<file path="src/rtl/rv_loader_pkg.sv">
`default_nettype none
// ============================================================================
// Module   : rv_loader_pkg
// Brief    : Shared constants and state encoding for the serial program loader.
// Revision : 1.0 - initial release
// ============================================================================
package rv_loader_pkg;

    localparam int unsigned C_LEN_W     = 16;
    localparam int unsigned C_ADDR_W    = 10;
    localparam logic [7:0]  C_SYNC_BYTE = 8'hA5;

    localparam int unsigned C_ST_W = 3;
    typedef logic [C_ST_W-1:0] state_t;

    localparam state_t S_IDLE       = 3'd0;
    localparam state_t S_LEN_LO     = 3'd1;
    localparam state_t S_LEN_HI     = 3'd2;
    localparam state_t S_DATA       = 3'd3;
    localparam state_t S_CSUM       = 3'd4;
    localparam state_t S_RESET_CORE = 3'd5;
    localparam state_t S_ERROR      = 3'd6;

endpackage
`default_nettype wire

</file>
<file path="src/rtl/rv_loader_timeout.sv">
`default_nettype none
// ============================================================================
// Module   : rv_loader_timeout
// Brief    : Inter-byte idle counter; flags expiry after TIMEOUT_CYCLES quiet cycles.
// Revision : 1.0 - initial release
// ============================================================================
module rv_loader_timeout #(
    parameter int unsigned TIMEOUT_CYCLES = 1_000_000
) (
    input  logic clk,
    input  logic rst_n,
    input  logic i_enable,
    input  logic i_reload,
    output logic o_expired
);

    localparam int unsigned C_CNT_W   = (TIMEOUT_CYCLES > 1) ? $clog2(TIMEOUT_CYCLES) : 1;
    localparam int unsigned C_LIMIT_I = (TIMEOUT_CYCLES > 0) ? TIMEOUT_CYCLES - 1 : 0;
    localparam logic [C_CNT_W-1:0] C_LIMIT = C_LIMIT_I[C_CNT_W-1:0];
    localparam logic [C_CNT_W-1:0] C_ONE   = {{(C_CNT_W-1){1'b0}}, 1'b1};

    logic [C_CNT_W-1:0] r_count;

    // Expiry is seen in the TIMEOUT_CYCLES-th quiet cycle after the last byte.
    assign o_expired = (r_count == C_LIMIT);

    always_ff @(posedge clk or negedge rst_n) begin
        if (!rst_n) begin
            r_count <= '0;
        end else if (!i_enable || i_reload) begin
            r_count <= '0;
        end else if (!o_expired) begin
            r_count <= r_count + C_ONE;
        end
    end

endmodule
`default_nettype wire

</file>
<file path="src/rtl/rv_program_loader.sv">
`default_nettype none
// ============================================================================
// Module   : rv_program_loader
// Brief    : Framed UART boot loader writing instruction memory, then releasing the core.
// Revision : 1.0 - initial release
// ============================================================================
module rv_program_loader
    import rv_loader_pkg::*;
#(
    parameter int unsigned IMEM_BYTES     = 1024,
    parameter int unsigned TIMEOUT_CYCLES = 1_000_000,
    parameter int unsigned RST_CYCLES     = 16,
    parameter logic [7:0]  SYNC_BYTE      = C_SYNC_BYTE
) (
    input  logic                sys_clk,
    input  logic                sys_rst,
    input  logic [7:0]          rx_data,
    input  logic                rx_valid,
    input  logic                rx_err,
    output logic                hlt,
    output logic                pgm_mode,
    output logic [C_ADDR_W-1:0] pgm_addr,
    output logic [7:0]          pgm_data,
    output logic                inst_mem_we,
    output logic                core_rst_n,
    output logic                busy,
    output logic                done,
    output logic                err
);

    localparam logic [C_LEN_W:0] C_MAX_LEN = IMEM_BYTES[C_LEN_W:0];

    localparam int unsigned C_RST_W      = (RST_CYCLES > 1) ? $clog2(RST_CYCLES + 1) : 1;
    localparam int unsigned C_RST_LAST_I = (RST_CYCLES > 0) ? RST_CYCLES - 1 : 0;
    localparam logic [C_RST_W-1:0] C_RST_LAST = C_RST_LAST_I[C_RST_W-1:0];
    localparam logic [C_RST_W-1:0] C_RST_ONE  = {{(C_RST_W-1){1'b0}}, 1'b1};
    localparam logic [C_ADDR_W-1:0] C_ADDR_ONE = {{(C_ADDR_W-1){1'b0}}, 1'b1};
    localparam logic [C_LEN_W-1:0]  C_LEN_ONE  = {{(C_LEN_W-1){1'b0}}, 1'b1};

    state_t               r_state, w_state_next;
    logic [C_LEN_W-1:0]   r_len, w_len_next;
    logic [C_LEN_W-1:0]   r_cnt, w_cnt_next;
    logic [7:0]           r_sum, w_sum_next;
    logic [C_ADDR_W-1:0]  r_addr, w_addr_next;
    logic [7:0]           r_data, w_data_next;
    logic                 r_we, w_we_next;
    logic [C_RST_W-1:0]   r_rst_cnt, w_rst_cnt_next;
    logic                 r_hlt, r_core_rst_n, r_busy, r_done, r_err;
    logic                 w_hlt_next;
    logic                 w_in_frame;
    logic                 w_timeout;
    logic                 w_is_sync;
    logic [C_LEN_W-1:0]   w_len_full;
    logic [C_LEN_W-1:0]   w_cnt_inc;

    assign w_in_frame = (r_state == S_LEN_LO) || (r_state == S_LEN_HI) ||
                        (r_state == S_DATA)   || (r_state == S_CSUM);
    assign w_is_sync  = rx_valid && (rx_data == SYNC_BYTE);
    assign w_len_full = {rx_data, r_len[7:0]};
    assign w_cnt_inc  = r_cnt + C_LEN_ONE;

    rv_loader_timeout #(
        .TIMEOUT_CYCLES (TIMEOUT_CYCLES)
    ) u_timeout (
        .clk       (sys_clk),
        .rst_n     (sys_rst),
        .i_enable  (w_in_frame),
        .i_reload  (rx_valid),
        .o_expired (w_timeout)
    );

    always_comb begin
        w_state_next   = r_state;
        w_len_next     = r_len;
        w_cnt_next     = r_cnt;
        w_sum_next     = r_sum;
        w_addr_next    = r_addr;
        w_data_next    = r_data;
        w_we_next      = 1'b0;
        w_rst_cnt_next = r_rst_cnt;

        // Address advances the cycle after each write strobe.
        if (r_we) begin
            w_addr_next = r_addr + C_ADDR_ONE;
        end

        case (r_state)
            S_IDLE: begin
                if (w_is_sync) w_state_next = S_LEN_LO;
            end
            S_LEN_LO: begin
                if (rx_valid) begin
                    w_len_next[7:0] = rx_data;
                    w_state_next    = S_LEN_HI;
                end
            end
            S_LEN_HI: begin
                if (rx_valid) begin
                    w_len_next  = w_len_full;
                    w_cnt_next  = '0;
                    w_sum_next  = '0;
                    w_addr_next = '0;
                    if ({1'b0, w_len_full} > C_MAX_LEN) begin
                        w_state_next = S_ERROR;
                    end else if (w_len_full == '0) begin
                        w_state_next = S_CSUM;
                    end else begin
                        w_state_next = S_DATA;
                    end
                end
            end
            S_DATA: begin
                // SYNC_BYTE here is plain payload.
                if (rx_valid) begin
                    w_data_next = rx_data;
                    w_we_next   = 1'b1;
                    w_sum_next  = r_sum + rx_data;
                    w_cnt_next  = w_cnt_inc;
                    if (w_cnt_inc == r_len) w_state_next = S_CSUM;
                end
            end
            S_CSUM: begin
                if (rx_valid) begin
                    if (rx_data == r_sum) begin
                        w_state_next   = S_RESET_CORE;
                        w_rst_cnt_next = '0;
                    end else begin
                        w_state_next = S_ERROR;
                    end
                end
            end
            S_RESET_CORE: begin
                if (r_rst_cnt == C_RST_LAST) begin
                    w_state_next = S_IDLE;
                end else begin
                    w_rst_cnt_next = r_rst_cnt + C_RST_ONE;
                end
            end
            S_ERROR: begin
                if (w_is_sync) w_state_next = S_LEN_LO;
            end
            default: begin
                w_state_next = S_IDLE;
            end
        endcase

        // A line error discards the byte; an arriving byte beats a timeout.
        if ((r_state != S_IDLE) && rx_err) begin
            w_state_next = S_ERROR;
            w_we_next    = 1'b0;
        end else if (w_in_frame && w_timeout && !rx_valid) begin
            w_state_next = S_ERROR;
        end

        w_hlt_next = (w_state_next != S_IDLE) &&
                     !((w_state_next == S_RESET_CORE) && (w_rst_cnt_next == C_RST_LAST));
    end

    always_ff @(posedge sys_clk or negedge sys_rst) begin
        if (!sys_rst) begin
            r_state      <= S_IDLE;
            r_len        <= '0;
            r_cnt        <= '0;
            r_sum        <= '0;
            r_addr       <= '0;
            r_data       <= '0;
            r_we         <= 1'b0;
            r_rst_cnt    <= '0;
            r_hlt        <= 1'b0;
            r_core_rst_n <= 1'b1;
            r_busy       <= 1'b0;
            r_done       <= 1'b0;
            r_err        <= 1'b0;
        end else begin
            r_state      <= w_state_next;
            r_len        <= w_len_next;
            r_cnt        <= w_cnt_next;
            r_sum        <= w_sum_next;
            r_addr       <= w_addr_next;
            r_data       <= w_data_next;
            r_we         <= w_we_next;
            r_rst_cnt    <= w_rst_cnt_next;
            r_hlt        <= w_hlt_next;
            r_core_rst_n <= (w_state_next != S_RESET_CORE);
            r_busy       <= (w_state_next != S_IDLE);
            r_done       <= (r_state == S_RESET_CORE) && (w_state_next == S_IDLE);
            r_err        <= (w_state_next == S_ERROR);
        end
    end

    assign hlt         = r_hlt;
    assign pgm_mode    = r_hlt;
    assign pgm_addr    = r_addr;
    assign pgm_data    = r_data;
    assign inst_mem_we = r_we;
    assign core_rst_n  = r_core_rst_n;
    assign busy        = r_busy;
    assign done        = r_done;
    assign err         = r_err;

endmodule
`default_nettype wire
</file>
<file path="config.mk">
export PLATFORM = sky130hd
export DESIGN_NAME = rv_program_loader
export DESIGN_NICKNAME = d
export VERILOG_FILES = /design/src/rtl/rv_loader_pkg.sv /design/src/rtl/rv_loader_timeout.sv /design/src/rtl/rv_program_loader.sv
export SDC_FILE = /design/constraint.sdc
export NUM_CORES = 1
export LEC_CHECK = 0
export CORE_UTILIZATION = 49
export CTS_CLUSTER_DIAMETER = 100
export CTS_CLUSTER_SIZE = 12
export DETAILED_ROUTE_END_ITERATION = 12
export PLACE_DENSITY = 0.75
export SYNTH_ARGS = -nofsm -noshare
export SYNTH_HDL_FRONTEND = slang
export SYNTH_SLANG_ARGS = --single-unit
</file>
<file path="constraint.sdc">
create_clock -name sys_clk -period 6.95 [get_ports sys_clk]
set_clock_uncertainty 0.1 [all_clocks]
set_input_delay 1.0425 -clock sys_clk [delete_from_list [all_inputs] [get_ports sys_clk]]
set_output_delay 1.0425 -clock sys_clk [all_outputs]
set_load 0.005 [all_outputs]
</file>
==> flow_metrics.tcl, run 1 <==
set metrics [dict create \
    drive_gt1_share_pct 8.60 \
    first_pass_iters 5 \
    grt_usage_pct 23.0 \
    post-cts-setup-buffers 0 \
    tightest_slew_ns 0.925 \
    top_usage_layer "met2" \
    yosys-top-cells-count "dfrtp_1, nand2_1, nor2_1" \
    antenna_left 0 \
    syn_area_per_cell_um2 9.17 \
    grt_util_met3_pct 3.57 \
    worst-setup-path-type "in -> reg" \
    required_ns 7.11 \
    ir_drop_uv 114 \
    grtUsageMet2_pct 37.6 \
    maxClockFrequency_mhz 261 \
    port_buffers 36 \
    synth_top_area_cell "dfrtp_1" \
    worstPathMaxFanout 5 \
    fin_util_pct 56.8 \
    dieArea_um2 10900 \
    die_h_um 104 \
    dp_hpwl_mm 8.25 \
    vias 4215 \
    grt.met1_usage_pct 30.2 \
    grt_pass1_wl_mm 20.1 \
    synth_fp_nets 585 \
    cts_tree "done" \
    hold_viol 0 \
    totalWireLength_mm 11.8 \
    antenna_cells 0 \
    ctsHoldBuffers 0 \
    setup_violations 0 \
    synth_edf_count 0 \
    ys_ff_latch 92 \
    whs_path_depth 2 \
    synth_top_area_share_pct 44.3 \
    drc 0 \
    synthTopCellsByArea "dfrtp_1, nand2_1, xnor2_1, nor2_1, o21ai_0" \
    crit_path_start_kind "primary input" \
    antenna_found_initial 0 \
    hold_path_class "reg -> reg" \
    wl_per_cell_um 16.2 \
    drt_iter0_drc 241 \
    clockBufferDepth 2 \
    finalCritPeriodShare_pct 55.0 \
    htree_levels 3 \
    cts.sinks 92 \
    power-per-cell-area_nw_per_um2 181 \
    ff2ff_setup_slack_ns 3.63 \
    min_from "pgm_data[7]$_DFFE_PN0P_" \
    seq_area_frac_synth_pct 44.8 \
    nNetsFinal 614 \
    synth_most_common_cell "dfrtp_1" \
    syn-cell-area_um2 5140 \
    p_leak_nw 2.42 \
    r2r_cells 8 \
    dpl_cell_area_um2 5610 \
    postLayoutCellArea_um2 5820 \
    max_slew_margin_pct 38.2 \
    start_util_pct 50.3 \
    cts.clk_slew.worst_paths_ns 0.08 \
    synth_warnings 0 \
    grt_max_degree 64 \
    gp_congestion 0.883 \
    rows 37 \
    async_reset_ff_share_pct 100 \
    dominantRegCellSynth "dfrtp_1" \
    setup_tns_ns 0 \
    cts-root-buf "clkbuf_8" \
    area_delta_synth_final_pct 13.1 \
    arrival_ns 3.99 \
    coreArea_um2 10200 \
    cts_made_buffers 9 \
    maxCapViolCount 0 \
    r2r_end "hlt$_DFF_PN0_" \
    grt_overflow 0 \
    io_pins 37 \
    status "finished clean" \
    r2r_start "r_state[2]$_DFF_PN0_" \
    grt_pass1_vias 4208 \
    synth_cells 561 \
    cts_resized 0 \
    routed_via_density 5.78 \
    rsz0062_at_grt "false" \
    fin_crit_ns 3.83 \
    holdPathEnd "pgm_data[7]$_DFFE_PN0P_" \
    slew_violations 0 \
    clkLatencyLatePin_ns 0.37 \
    ys_types 65 \
    end_kind "flop" \
    die_w_um 104 \
]
==> per-layer routing <==
metal,share of wire [%],vias up
met1,46,2077
met3,3.8,19
met5,0,-
li1,-,2038
met4,2.1,0
met2,48,81
==> worst max-delay path by stage <==
stage | start | to | cells past startpoint
after global placement | rx_valid | hlt$_DFF_PN0_ | 8
after CTS | rx_valid | hlt$_DFF_PN0_ | 8
final | rx_data[4] | hlt$_DFF_PN0_ | 9
after detailed placement | rx_valid | hlt$_DFF_PN0_ | 8
after global routing | rx_valid | hlt$_DFF_PN0_ | 8
after floorplan | rx_data[1] | r_sum[7]$_DFFE_PN0P_ | 8
==> through the flow <==
step / std cells / power, mW / setup slack [ns] / hold WS [ns]
after floorplan: 561 / 0.626 / 3.88 / 0.354
after global placement: 715 / 0.676 / 2.88 / 0.365
after detailed placement: 715 / 0.681 / 2.75 / 0.367
after CTS: 729 / 1.07 / 3.16 / 0.394
after global routing: 729 / 1.09 / 2.95 / 0.428
final: 729 / 1.05 / 3.12 / 0.389
==> placed cells by master (no fill, tap or decap), drive strengths merged, types with 4 or more instances in the layout <==
cell type	instances
or3	10
nor2b	9
nor3	13
and3	8
clkbuf	13
clkdlybuf4s50	35
nor4	13
nand2	73
xnor2	31
a21o	4
mux2i	4
buf	5
o31ai	7
or4	4
nand4	14
inv	16
xor2	17
mux2	15
nand3	22
dfrtp	91
ha	11
a21oi	22
o21ai	39
nor2	68
==> power breakdown <==
part	leakage [nW]	switching (mW)	internal (mW)	total, mW
registers	1.16	0.0188	0.551	0.570
logic	1.15	0.0527	0.0478	0.100
clock network	0.108	0.181	0.202	0.383
==> sequential cells by signal, indices dropped and copies added (netlist names) <==
name	flops
u_timeout.r_count	20
err	1
r_rst_cnt	5
r_len	16
hlt	1
pgm_data	8
inst_mem_we	1
r_state	3
core_rst_n	1
pgm_addr	10
r_cnt	16
busy	1
r_sum	8
done	1
==> cell type report <==
| type | count | area, µm² |
|---|---|---|
| multi-input combinational | 430 | 2680 |
| fill | 901 | 4420 |
| inverter | 17 | 63.8 |
| timing repair buffer | 40 | 388 |
| sequential | 92 | 2300 |
| tap | 136 | 170 |
| clock inverter | 1 | 30.0 |
| clock buffer | 13 | 179 |
==> worst max-delay path: stages <==
cell	delay (ns)
clkdlybuf4s50_1	0.57
ha_1	0.44
nor4_1	0.39
nand3_1	0.21
o21ai_0	0.19
a21oi_1	0.09
a2111oi_1	0.65
nand4bb_1	0.24
o21a_1	0.16
==> kinds of logic after synthesis <==
kind of cell	count (synthesis)	share of synthesized area, %
AOI/OAI and AO/OA	106	13.4
xor gates and xnor gates	48	8.18
adders and majority gates	12	3.07
buffers and inverters	39	3.07
DFF	92	44.8
muxes	19	4.06
and+or+nand+nor	245	23.5
Note: power is estimated with default switching activity, not from simulation.
==> inputs of run 2 (changes only) <==
==> constraint.sdc (replaced) <==
create_clock -name sys_clk -period 3.9 [get_ports sys_clk]
set_clock_uncertainty 0.1 [all_clocks]
set_input_delay 0.585 -clock sys_clk [delete_from_list [all_inputs] [get_ports sys_clk]]
set_output_delay 0.585 -clock sys_clk [all_outputs]
set_load 0.005 [all_outputs]
==> run 2 against run 1 <==
Register-to-register slack worse by 2.6 ns. Hold slack worse by 0.12 ns. First-iteration DRC count increased by 32%. Total power increased by 68%. Utilization fell by 0.086 points. Count of clock-buffer cells in the layout down 1. Final cell count up 0.82%. Global-route usage is 0.22 points higher. Sequential cell count unchanged. Combinational power is 76% higher. Wire length fell by 0.88%. Non-clock buffer count is 4 higher.
==> flow_metrics.tcl, run 2 (same netlist as run 1, synthesis figures left out) <==
set metrics [dict create \
    fin_util_pct 56.8 \
    die_h_um 104 \
    slew_violations 0 \
    routed_via_density 5.78 \
    setup_tns_ns 0 \
    layout_common_cells "dfrtp_1, nand2_1, nor2_1" \
    drt_iter0_drc 319 \
    antenna_found_initial 0 \
    die_w_um 104 \
    cts_resized 0 \
    gp_congestion 0.899 \
    drive_gt1_share_pct 9.18 \
    finalPower_mw 1.77 \
    p_seq_share_pct 57.6 \
    vias 4247 \
    power-per-cell-area_nw_per_um2 304 \
    r2r_end "hlt$_DFF_PN0_" \
    antenna_left 0 \
    grt_max_degree 82 \
    swShare_pct 25.5 \
    drc 0 \
    start_util_pct 50.3 \
    top_regs "u_timeout.r_count x20, r_cnt x16, r_len x16" \
    ff2ff_setup_slack_ns 0.99 \
    cts_tree "done" \
    power.switching_mw 0.450 \
    rows 37 \
    port_buffers 36 \
    clkLatencyLatePin_ns 0.37 \
    clockBufferDepth 2 \
    dp_hpwl_mm 8.44 \
    status "finished clean" \
    max_slew_margin_pct 32.2 \
    totalWireLength_mm 11.7 \
    rsz0062_at_grt "false" \
    crit_path_start_kind "primary input" \
    finalCritPeriodShare_pct 84.6 \
    layout_commonest_cell "dfrtp_1" \
    hold_path_class "in -> async" \
    tightest_slew_ns 1.02 \
    arrival_ns 3.46 \
    fill_cells 908 \
    cts-root-buf "clkbuf_8" \
    r2r_cells 8 \
    share_comb_of_total_power_pct 10.0 \
    htree_levels 3 \
    area_delta_synth_final_pct 12.9 \
    first_pass_iters 5 \
    worstPathMaxFanout 7 \
    wl_per_cell_um 15.9 \
    p_int_mw 1.32 \
    grt_usage_pct 23.3 \
    end_kind "flop" \
    register_area_um2 2300 \
    power_frac_clock_pct 32.5 \
    io_pins 37 \
    largest_reg_flops 20 \
    hold_viol 0 \
    cts_made_buffers 9 \
    ir_drop_uv 181 \
    p_leak_nw 2.41 \
    post-cts-setup-buffers 0 \
    cts.sinks 92 \
    final_cell_count_no_fill 735 \
    grt_pass1_vias 4219 \
    setup_violations 0 \
    maxClockFrequency_mhz 303 \
    coreArea_um2 10200 \
    cts.clk_slew.worst_paths_ns 0.10 \
    whs_ns 0.274 \
    grt_pass1_wl_mm 20.1 \
    required_ns 4.06 \
    r2r_start "r_sum[4]$_DFFE_PN0P_" \
    dp.cells 719 \
    top_register "u_timeout.r_count" \
    grt_overflow 0 \
    dieArea_um2 10900 \
    worst-setup-path-type "in -> reg" \
    fin_crit_ns 3.30 \
    multi_input_area_um2 2680 \
    ctsHoldBuffers 0 \
    antenna_cells 0 \
    maxCapViolCount 0 \
    nNetsFinal 618 \
]
run 2: changes by cell type in the layout (fill, tap and decap cells not counted):
cell        delta
buf_4          +4
clkbuf_8       -3
clkbuf_1       +2
clkinv_2       +2
clkinvlp_4     +2
bufinv_16      -1
run 2: through the flow:
step,setup slack [ns],area (µm²)
final,0.599,5810
after global routing,0.344,5810
after CTS,0.666,5810
after detailed placement,0.352,5640
after global placement,0.451,5640
after floorplan,1.29,5140
run 2: layout make-up:
class | instances | share of cell area (%)
clock inverter | 4 | 0.431
clock buffer | 12 | 2.50
timing repair buffer | 44 | 7.20
sequential | 92 | 39.7
multi-input combinational | 430 | 46.2
tap | 136 | 2.93
inverter | 17 | 1.10
run 2: power groups by stage:
stage	combinational, mW	sequential (mW)	clock (mW)
after CTS	0.178	1.02	0.589
after global routing	0.199	1.02	0.630
after detailed placement	0.177	1.04	0
after global placement	0.172	1.03	0
final	0.176	1.02	0.573
after floorplan	0.0877	1.03	0
run 2: critical path, cell delays in order:
cell	delay (ns)
clkdlybuf4s50_1	0.62
ha_1	0.30
nor4_1	0.41
nand3_1	0.19
o21ai_0	0.19
a21oi_1	0.09
a2111oi_1	0.66
nand4bb_1	0.24
o21a_1	0.16
run 2: layer usage:
| metal | GRT usage, % | vias up | share of wire, % |
|---|---|---|---|
| met2 | 37.3 | 103 | 47 |
| met1 | 30.8 | 2075 | 47 |
| met4 | 9.80 | 0 | 2.0 |
| li1 | - | 2044 | - |
| met3 | 4.39 | 25 | 4.0 |
| met5 | 0 | - | 0 |
run 2: how the worst max path moves through the flow:
stage                          start                    to  slack, ns  cells past startpoint
after global placement    rx_data[1]         hlt$_DFF_PN0_       0.45                      9
final                     rx_data[1]         hlt$_DFF_PN0_       0.60                      9
after CTS                 rx_data[1]         hlt$_DFF_PN0_       0.67                      9
after floorplan           rx_data[1]  r_sum[7]$_DFFE_PN0P_       1.29                      8
after detailed placement  rx_data[1]         hlt$_DFF_PN0_       0.35                      9
after global routing      rx_data[1]         hlt$_DFF_PN0_       0.34                      9
==> inputs of run 3 (changes only) <==
==> constraint.sdc (replaced) <==
create_clock -name sys_clk -period 3.3 [get_ports sys_clk]
set_clock_uncertainty 0.1 [all_clocks]
set_input_delay 0.495 -clock sys_clk [delete_from_list [all_inputs] [get_ports sys_clk]]
set_output_delay 0.495 -clock sys_clk [all_outputs]
set_load 0.005 [all_outputs]
==> run 3 against run 2 <==
Total power up 26%. Hold slack got worse by 0.24 ns. Count of clock-buffer cells in the layout fell by 3. Final cell count increased by 1.5%. Largest cell class unchanged. Sequential power rose by 18%. Global-route usage decreased by 0.57 points. Worst setup slack lost 0.13 ns. Highest routed layer unchanged.
==> flow_metrics.tcl, run 3 (same netlist as run 1, synthesis figures left out) <==
set metrics [dict create \
    dieArea_um2 10900 \
    io_pins 37 \
    finalCritPeriodShare_pct 85.9 \
    rsz0062_at_grt "false" \
    cts-root-buf "clkbuf_8" \
    port_buffers 36 \
    grt_overflow 0 \
    area_delta_synth_final_pct 15.2 \
    hold_viol 0 \
    drt_iter0_drc 260 \
    cts_resized 0 \
    wl_per_cell_um 15.6 \
    r2r_start "r_cnt[0]$_DFFE_PN0P_" \
    hold_path_class "in -> async" \
    layout_commonest_cell "dfrtp_1" \
    tightest_slew_ns 0.619 \
    slew_violations 0 \
    die_w_um 104 \
    dpl_cell_area_um2 5720 \
    die_h_um 104 \
    cp_cell_sequence "clkdlybuf4s50_1, buf_4, or3_1, nor3_1, nor4b_1, nor4_1, a2111oi_1, nand4bb_1, o21a_1" \
    setup_tns_ns 0 \
    fin_crit_ns 2.83 \
    top_regs "u_timeout.r_count x20, r_cnt x16, r_len x16" \
    power-per-cell-area_nw_per_um2 375 \
    htree_levels 3 \
    post-cts-setup-buffers 0 \
    r2r_end "r_state[2]$_DFF_PN0_" \
    largest_reg_flops 20 \
    maxClockFrequency_mhz 353 \
    clkLatencyLatePin_ns 0.37 \
    r2r_cells 8 \
    setup_violations 0 \
    totalWireLength_mm 11.7 \
    antenna_cells 0 \
    cts_tree "done" \
    start_util_pct 50.3 \
    nNetsFinal 629 \
    finalWorstSetupSlack_ns 0.467 \
    postLayoutCellArea_um2 5920 \
    top_register "u_timeout.r_count" \
    critPathSlowestCell "clkdlybuf4s50_1" \
    ff2ff_setup_slack_ns 0.52 \
    antenna_found_initial 0 \
    grt_usage_pct 22.7 \
    antenna_left 0 \
    worstPathMaxFanout 4 \
    maxCapViolCount 0 \
    dp_hpwl_mm 8.45 \
    status "finished clean" \
    rows 37 \
    drive_gt1_share_pct 11.1 \
    grt_max_degree 50 \
    cp-startpoint "rx_data[4]" \
    required_ns 3.47 \
    p_leak_nw 2.48 \
    cts.sinks 92 \
    cts_made_buffers 9 \
    layout_common_cells "dfrtp_1, nand2_1, nor2_1" \
    grt_pass1_vias 4149 \
    end_kind "flop" \
    pre_cts_slack_ns 0.155 \
    grt_pass1_wl_mm 19.9 \
    worst-path-buf-inv 2 \
    vias 4323 \
    max_slew_margin_pct 58.7 \
    crit_path_start_kind "primary input" \
    arrival_ns 3.01 \
    routed_via_density 5.79 \
    finalPower_mw 2.22 \
    worst-setup-path-type "in -> reg" \
    path_delay_family "simple AND/OR/NAND/NOR gates" \
    ctsHoldBuffers 0 \
    first_pass_iters 5 \
    max_stage_delay_ns 0.45 \
    whs_ns 0.0326 \
    cts.clk_slew.worst_paths_ns 0.10 \
    ir_drop_uv 215 \
    gp_congestion 0.930 \
    clockBufferDepth 2 \
    coreArea_um2 10200 \
    drc 0 \
]
-- run 3: area by class of cell --
class                      instances  area (µm²)
fill                             877        4310
multi-input combinational        430        2680
sequential                        92        2300
timing repair buffer              55         500
tap                              136         170
clock buffer                       9         124
clock inverter                     7        81.3
inverter                          17        63.8
-- run 3: worst max-delay path by stage --
stage                     cells past startpoint  slack, ns                   end
after floorplan                               8       0.78  r_sum[7]$_DFFE_PN0P_
after global placement                        9       0.17         hlt$_DFF_PN0_
after detailed placement                      9       0.16         hlt$_DFF_PN0_
after CTS                                     8       0.53  r_state[2]$_DFF_PN0_
after global routing                          9       0.23         hlt$_DFF_PN0_
final                                         9       0.47         hlt$_DFF_PN0_
-- run 3: per-stage QoR --
stage / util (%) / cells
after floorplan: - / 561
after global placement: 55.9 / 730
after detailed placement: 55.9 / 730
after CTS: 57.9 / 746
after global routing: 57.9 / 746
final: 57.9 / 746
-- run 3: report_power, final --
group	leakage [nW]	switching, mW	total [mW]	internal (mW)
sequential	1.16	0.0391	1.20	1.16
combinational	1.22	0.110	0.216	0.107
clock	0.101	0.439	0.802	0.362
-- run 3: per-layer routing --
metal / GRT usage [%] / vias to the layer above / routed length [µm]
li1: - / 2075 / -
met1: 29.8 / 2121 / 5330
met2: 37.4 / 111 / 5660
met5: 0 / - / 0
met3: 3.45 / 16 / 526
met4: 9.29 / 0 / 160
